File: src/rtl/ahb_arbiter_if.sv
// Arbiter-side AHB signal bundle: request/lock/transfer inputs from the muxed
// master path and the registered grant/ownership outputs.
interface ahb_arbiter_if #(
    parameter int NUM_M = 4
);
    logic [NUM_M-1:0] Hbusreq;
    logic [NUM_M-1:0] Hlock;
    logic [1:0]       Htrans;
    logic [2:0]       Hburst;
    logic             Hready;
    logic [NUM_M-1:0] Hgrant;
    logic [1:0]       Hmaster;
    logic [1:0]       Hmaster_data;
    logic             Hmastlock;

    modport slave (
        input  Hbusreq, Hlock, Htrans, Hburst, Hready,
        output Hgrant, Hmaster, Hmaster_data, Hmastlock
    );

    modport master (
        output Hbusreq, Hlock, Htrans, Hburst, Hready,
        input  Hgrant, Hmaster, Hmaster_data, Hmastlock
    );
endinterface

File: src/rtl/ahb_arbiter.sv
// Four-master round-robin AHB arbiter; fixed-length bursts and locked
// sequences hold the grant, address and data-phase owners tracked separately.
module ahb_arbiter #(
    parameter int NUM_M          = 4,
    parameter int DEFAULT_MASTER = 0
) (
    input  logic          Hclk,
    input  logic          Hreset,
    ahb_arbiter_if.slave  bus
);
    localparam logic [1:0]       DEF     = 2'(DEFAULT_MASTER);
    localparam logic [NUM_M-1:0] DEF_GNT = NUM_M'(1) << DEFAULT_MASTER;

    localparam logic [1:0] T_IDLE   = 2'b00;
    localparam logic [1:0] T_NONSEQ = 2'b10;
    localparam logic [1:0] T_SEQ    = 2'b11;

    logic [NUM_M-1:0] grant_q, grant_d;
    logic [1:0]       master_q, master_d;
    logic [1:0]       mdata_q, mdata_d;
    logic             mlock_q, mlock_d;
    logic [3:0]       cnt_q, cnt_d;
    logic [1:0]       last_q, last_d;

    logic [1:0] gnt_idx;
    logic [1:0] win;
    logic [1:0] cand;
    logic       found;
    logic       hold;
    logic [3:0] beats_m1;

    always_comb begin
        gnt_idx = DEF;
        for (int i = 0; i < NUM_M; i++)
            if (grant_q[i]) gnt_idx = 2'(i);
    end

    always_comb begin
        case (bus.Hburst)
            3'b010, 3'b011: beats_m1 = 4'd3;
            3'b100, 3'b101: beats_m1 = 4'd7;
            3'b110, 3'b111: beats_m1 = 4'd15;
            default:        beats_m1 = 4'd0;
        endcase
    end

    // Counter advances only on completed beats; IDLE clears it so an early
    // terminated burst cannot leave the grant stuck.
    always_comb begin
        cnt_d = cnt_q;
        if (bus.Hready) begin
            case (bus.Htrans)
                T_NONSEQ: cnt_d = beats_m1;
                T_SEQ:    if (cnt_q != 4'd0) cnt_d = cnt_q - 4'd1;
                T_IDLE:   cnt_d = 4'd0;
                default:  cnt_d = cnt_q;
            endcase
        end
    end

    assign hold = ((cnt_q != 4'd0) && (bus.Htrans != T_IDLE)) ||
                  (bus.Hlock[master_q] && bus.Hbusreq[master_q]);

    // Scan starts just past the last winner and ends on it, so the previous
    // owner is only re-granted when nobody else asks.
    always_comb begin
        found = 1'b0;
        win   = DEF;
        cand  = last_q;
        for (int k = 1; k <= NUM_M; k++) begin
            cand = last_q + 2'(k);
            if (!found && bus.Hbusreq[cand]) begin
                found = 1'b1;
                win   = cand;
            end
        end
    end

    always_comb begin
        grant_d = grant_q;
        last_d  = last_q;
        if (!hold) begin
            if (found) begin
                grant_d = NUM_M'(1) << win;
                last_d  = win;
            end else begin
                grant_d = DEF_GNT;
            end
        end
    end

    always_comb begin
        master_d = master_q;
        mdata_d  = mdata_q;
        mlock_d  = mlock_q;
        if (bus.Hready) begin
            master_d = gnt_idx;
            mdata_d  = master_q;
            mlock_d  = bus.Hlock[gnt_idx];
        end
    end

    always_ff @(posedge Hclk) begin
        if (Hreset) begin
            grant_q  <= DEF_GNT;
            master_q <= DEF;
            mdata_q  <= DEF;
            mlock_q  <= 1'b0;
            cnt_q    <= 4'd0;
            last_q   <= DEF;
        end else begin
            grant_q  <= grant_d;
            master_q <= master_d;
            mdata_q  <= mdata_d;
            mlock_q  <= mlock_d;
            cnt_q    <= cnt_d;
            last_q   <= last_d;
        end
    end

    assign bus.Hgrant       = grant_q;
    assign bus.Hmaster      = master_q;
    assign bus.Hmaster_data = mdata_q;
    assign bus.Hmastlock    = mlock_q;
endmodule

File: src/flat_wrapper.sv
// flat-port wrapper written by rule: the top's interface ports become plain ports
module ahb_arbiter_flat 
#(
    parameter int NUM_M          = 4,
    parameter int DEFAULT_MASTER = 0
)
  (Hclk, Hreset, bus_Hbusreq, bus_Hlock, bus_Htrans, bus_Hburst, bus_Hready, bus_Hgrant, bus_Hmaster, bus_Hmaster_data, bus_Hmastlock);
  ahb_arbiter_if #(.NUM_M(NUM_M)) bus_i ();
  input  logic Hclk;
  input  logic Hreset;
  input wire logic [$bits(bus_i.Hbusreq)-1:0] bus_Hbusreq;
  input wire logic [$bits(bus_i.Hlock)-1:0] bus_Hlock;
  input wire logic [$bits(bus_i.Htrans)-1:0] bus_Htrans;
  input wire logic [$bits(bus_i.Hburst)-1:0] bus_Hburst;
  input wire logic [$bits(bus_i.Hready)-1:0] bus_Hready;
  output wire logic [$bits(bus_i.Hgrant)-1:0] bus_Hgrant;
  output wire logic [$bits(bus_i.Hmaster)-1:0] bus_Hmaster;
  output wire logic [$bits(bus_i.Hmaster_data)-1:0] bus_Hmaster_data;
  output wire logic [$bits(bus_i.Hmastlock)-1:0] bus_Hmastlock;
  assign bus_i.Hbusreq = bus_Hbusreq;
  assign bus_i.Hlock = bus_Hlock;
  assign bus_i.Htrans = bus_Htrans;
  assign bus_i.Hburst = bus_Hburst;
  assign bus_i.Hready = bus_Hready;
  assign bus_Hgrant = bus_i.Hgrant;
  assign bus_Hmaster = bus_i.Hmaster;
  assign bus_Hmaster_data = bus_i.Hmaster_data;
  assign bus_Hmastlock = bus_i.Hmastlock;
  ahb_arbiter #(.NUM_M(NUM_M), .DEFAULT_MASTER(DEFAULT_MASTER)) u_core (.Hclk(Hclk), .Hreset(Hreset), .bus(bus_i));
endmodule
File: config.mk
export PLATFORM = sky130hd
export DESIGN_NAME = ahb_arbiter_flat
export DESIGN_NICKNAME = d
export VERILOG_FILES = /design/src/rtl/ahb_arbiter_if.sv /design/src/rtl/ahb_arbiter.sv /design/src/flat_wrapper.sv
export SDC_FILE = /design/constraint.sdc
export NUM_CORES = 1
export LEC_CHECK = 0
export ABC_AREA = 1
export CORE_MARGIN = 2
export CORE_UTILIZATION = 50
export DETAILED_ROUTE_END_ITERATION = 6
export PLACE_DENSITY = 0.8
export SLEW_MARGIN = 20
export SYNTH_ARGS = -nofsm -noshare
export SYNTH_HDL_FRONTEND = slang
export SYNTH_SLANG_ARGS = --single-unit
File: constraint.sdc
create_clock -name Hclk -period 3.4 [get_ports Hclk]
set_input_delay 0.68 -clock Hclk [delete_from_list [all_inputs] [get_ports Hclk]]
set_output_delay 0.68 -clock Hclk [all_outputs]
set_load 0.01 [all_outputs]
==> flow_summary.toml <==
[grt]
grt_max_degree = 11
globalRouteTotalUtil_pct = 22.5
grt_pass1_vias = 1109
grt_pass1_wl_um = 4440
grt_overflow = 0
antenna_found_initial = 0

[routing]
via_count = 1127
drt_pass1_iterations = 4
drcViolationCount = 0
viasPerCell = 5.19
drt-total-wl_um = 2450
final_antenna_net_count = 0
drtIter0Drc = 15
wl_per_cell_um = 11.3

[final_layout]
multiInputGateArea_um2 = 653
regArea_um2 = 300
num-fill-cells = 166
layout.nets = 212
area_growth_pct = 25.8
diodes = 0
layout-drive-gt1-share_pct = 12.6

[sta]
slew_viol_final = 0
setup_violations = 0
post-route-period-util_pct = 59.3
fin_hold_ws_ns = 0.504
rsz0062_at_grt = "false"
slew_headroom_pct = 69.6
setup_tns_ns = 0
fin_ws_ns = 1.38
period_minus_slack_ns = 2.02
final_hold_viol_count = 0
fmaxAchievable_ghz = 0.496
worst_pin_slew_ns = 0.454
skew_ns = 0.00868

[clock_tree]
cts.sinks = 15
cts_setup_buffers = 0
h-tree-depth = 1
clockBufferDepth = 2
postCtsHoldBufs = 0
cts_resized = 0
clkLatencyLatePin_ns = 0.29
cts_buffers = 3
clk_root_buffer_cell = "clkbuf_4"
cts.clk_slew.worst_paths_ns = 0.10
tritoncts = "built"

[yosys]
synthMuxAreaShare_pct = 0
synth_area_um2 = 1070
synthAdderAreaFrac_pct = 5.84
synth.distinct_cells = 25
syn_area_per_cell_um2 = 6.49
synth_top_family_by_area = "simple AND/OR/NAND/NOR gates"
yosys.area_share.simple_pct = 37.6
synth_compound_area_share_pct = 16.7
ys_ff_latch = 15
synth-xor-area-share_pct = 0.818
synth_warnings = 0
postSynthNetCount = 186
synthesis.instances = 165
seq_area_frac_synth_pct = 28.0

[floorplan]
start_util_pct = 54.0
die_w_um = 50.3
die_h_um = 50.3
die_area_um2 = 2530
core_um2 = 1980
ios = 25
rows = 16

[critical_path]
required_ns = 3.63
crit_path_end_kind = "register"
crit_type = "in2reg"
critPathLaunchType = "input pin"
worstPathMaxFanout = 5
r2r_cells = 11
crit_arrival_ns = 2.24

[power]
irDropWorstVdd_mv = 0.409
p_per_area_nw_per_um2 = 720
power_leakage_nw = 0.628
total_power_w = 0.000970

[placement]
place_hpwl_um = 1980
place_congestion = 0.886
dp_slack_ns = 1.08
io_buffers = 23

[flow_run]
drv_cap = 0

[outcome]
status = "complete, no violations"

[worst_hold_path]
hold_depth = 2
worstHoldPathType = "reg2reg"
==> state kept, by name (all words and copies together), names as in the netlist <==
| signal | cells |
|---|---|
| u_core.bus.Hmastlock | 1 |
| u_core.bus.Hmaster_data | 2 |
| u_core.cnt_q | 4 |
| u_core.bus.Hmaster | 2 |
| u_core.bus.Hgrant | 4 |
| u_core.last_q | 2 |
==> where the power goes <==
| group | internal (W) | total, W | switching (W) |
|---|---|---|---|
| registers | 0.000217 | 0.000275 | 0.0000574 |
| logic | 0.000235 | 0.000589 | 0.000355 |
| clock network | 0.0000437 | 0.000106 | 0.0000622 |
| total | 0.000496 | 0.000970 | 0.000474 |
==> logic make-up after synthesis <==
| group | after synthesis |
|---|---|
| AND/OR/NAND/NOR | 83 |
| AO/OA/AOI/OAI | 33 |
| buffers and inverters | 28 |
| flip-flops | 15 |
| adder cells (fa/ha/maj) | 5 |
| XOR/XNOR | 1 |
==> per-stage QoR <==
step | std cells | utilization (%) | instance area (um2)
6_report | 217 | 68.0 | 1350
4_1_cts | 217 | 68.0 | 1350
3_5_place_dp | 213 | 66.6 | 1320
3_3_place_gp | 213 | 66.6 | 1320
5_1_grt | 217 | 68.0 | 1350
2_1_floorplan | 165 | - | 1070
==> synth_stat cells <==
library cell | count | area [um2]
a21o_1 | 1 | 7.51
a21oi_1 | 12 | 60.1
a31oi_1 | 4 | 25.0
buf_6 | 1 | 11.3
clkbuf_1 | 1 | 3.75
dfxtp_1 | 15 | 300
ha_1 | 5 | 62.6
inv_1 | 22 | 82.6
inv_2 | 3 | 11.3
inv_6 | 1 | 8.76
nand2_1 | 35 | 131
nand2_2 | 10 | 62.6
nand2_4 | 2 | 22.5
nand3_1 | 17 | 85.1
nand3_2 | 2 | 20.0
nand3b_1 | 1 | 7.51
nand4_1 | 1 | 6.26
nor2_1 | 12 | 45.0
nor2_4 | 1 | 11.3
nor3_1 | 1 | 5.00
o21ai_0 | 13 | 65.1
o22ai_1 | 2 | 12.5
o31a_1 | 1 | 8.76
or2_2 | 1 | 6.26
xor2_1 | 1 | 8.76
==> area by class of cell <==
class | instances | share of cell area, %
clock buffer | 3 | 1.67
timing repair buffer | 23 | 17.1
inverter | 26 | 7.61
clock inverter | 1 | 0.371
tap | 27 | 2.51
sequential | 15 | 22.3
multi-input combinational | 122 | 48.5
==> worst max-delay path: stages <==
cell,delay (ns)
clkdlybuf4s50_1,0.48
inv_1,0.07
ha_1,0.36
nor2_1,0.22
o21ai_0,0.12
a21o_1,0.16
a31oi_1,0.15
==> per-layer routing <==
| layer | GRT usage [%] | vias up | wire [um] |
|---|---|---|---|
| met5 | 0 | - | 0 |
| met4 | 8.33 | 0 | 23 |
| met3 | 2.68 | 2 | 102 |
| met2 | 40.8 | 33 | 1220 |
| met1 | 26.7 | 502 | 1100 |
| li1 | - | 590 | - |
==> final timing paths <==
path | startpoint | endpoint | slack [ns]
worst max-delay path | bus_Htrans[0] | u_core.cnt_q[2] | 1.38
worst min-delay path | u_core.bus.Hgrant[1] | u_core.bus.Hgrant[1] | 0.50
worst max register to register | u_core.last_q[0] | u_core.bus.Hgrant[0] | 1.73
worst min register to register | u_core.bus.Hgrant[1] | u_core.bus.Hgrant[1] | 0.50
==> cell usage in the layout (no fill, tap or decap), types with 4 or more instances in the layout <==
cell type        synthesis  final
inv_1                   22     22
dfxtp_1                 15     15
nand2_1                 35     35
clkdlybuf4s50_1          0     23
a21oi_1                 12     12
nor2_1                  12     12
a31oi_1                  4      4
nand3_1                 17     17
nand2_2                 10     10
ha_1                     5      5
o21ai_0                 13     13
Power figures use the tool's default switching activity.
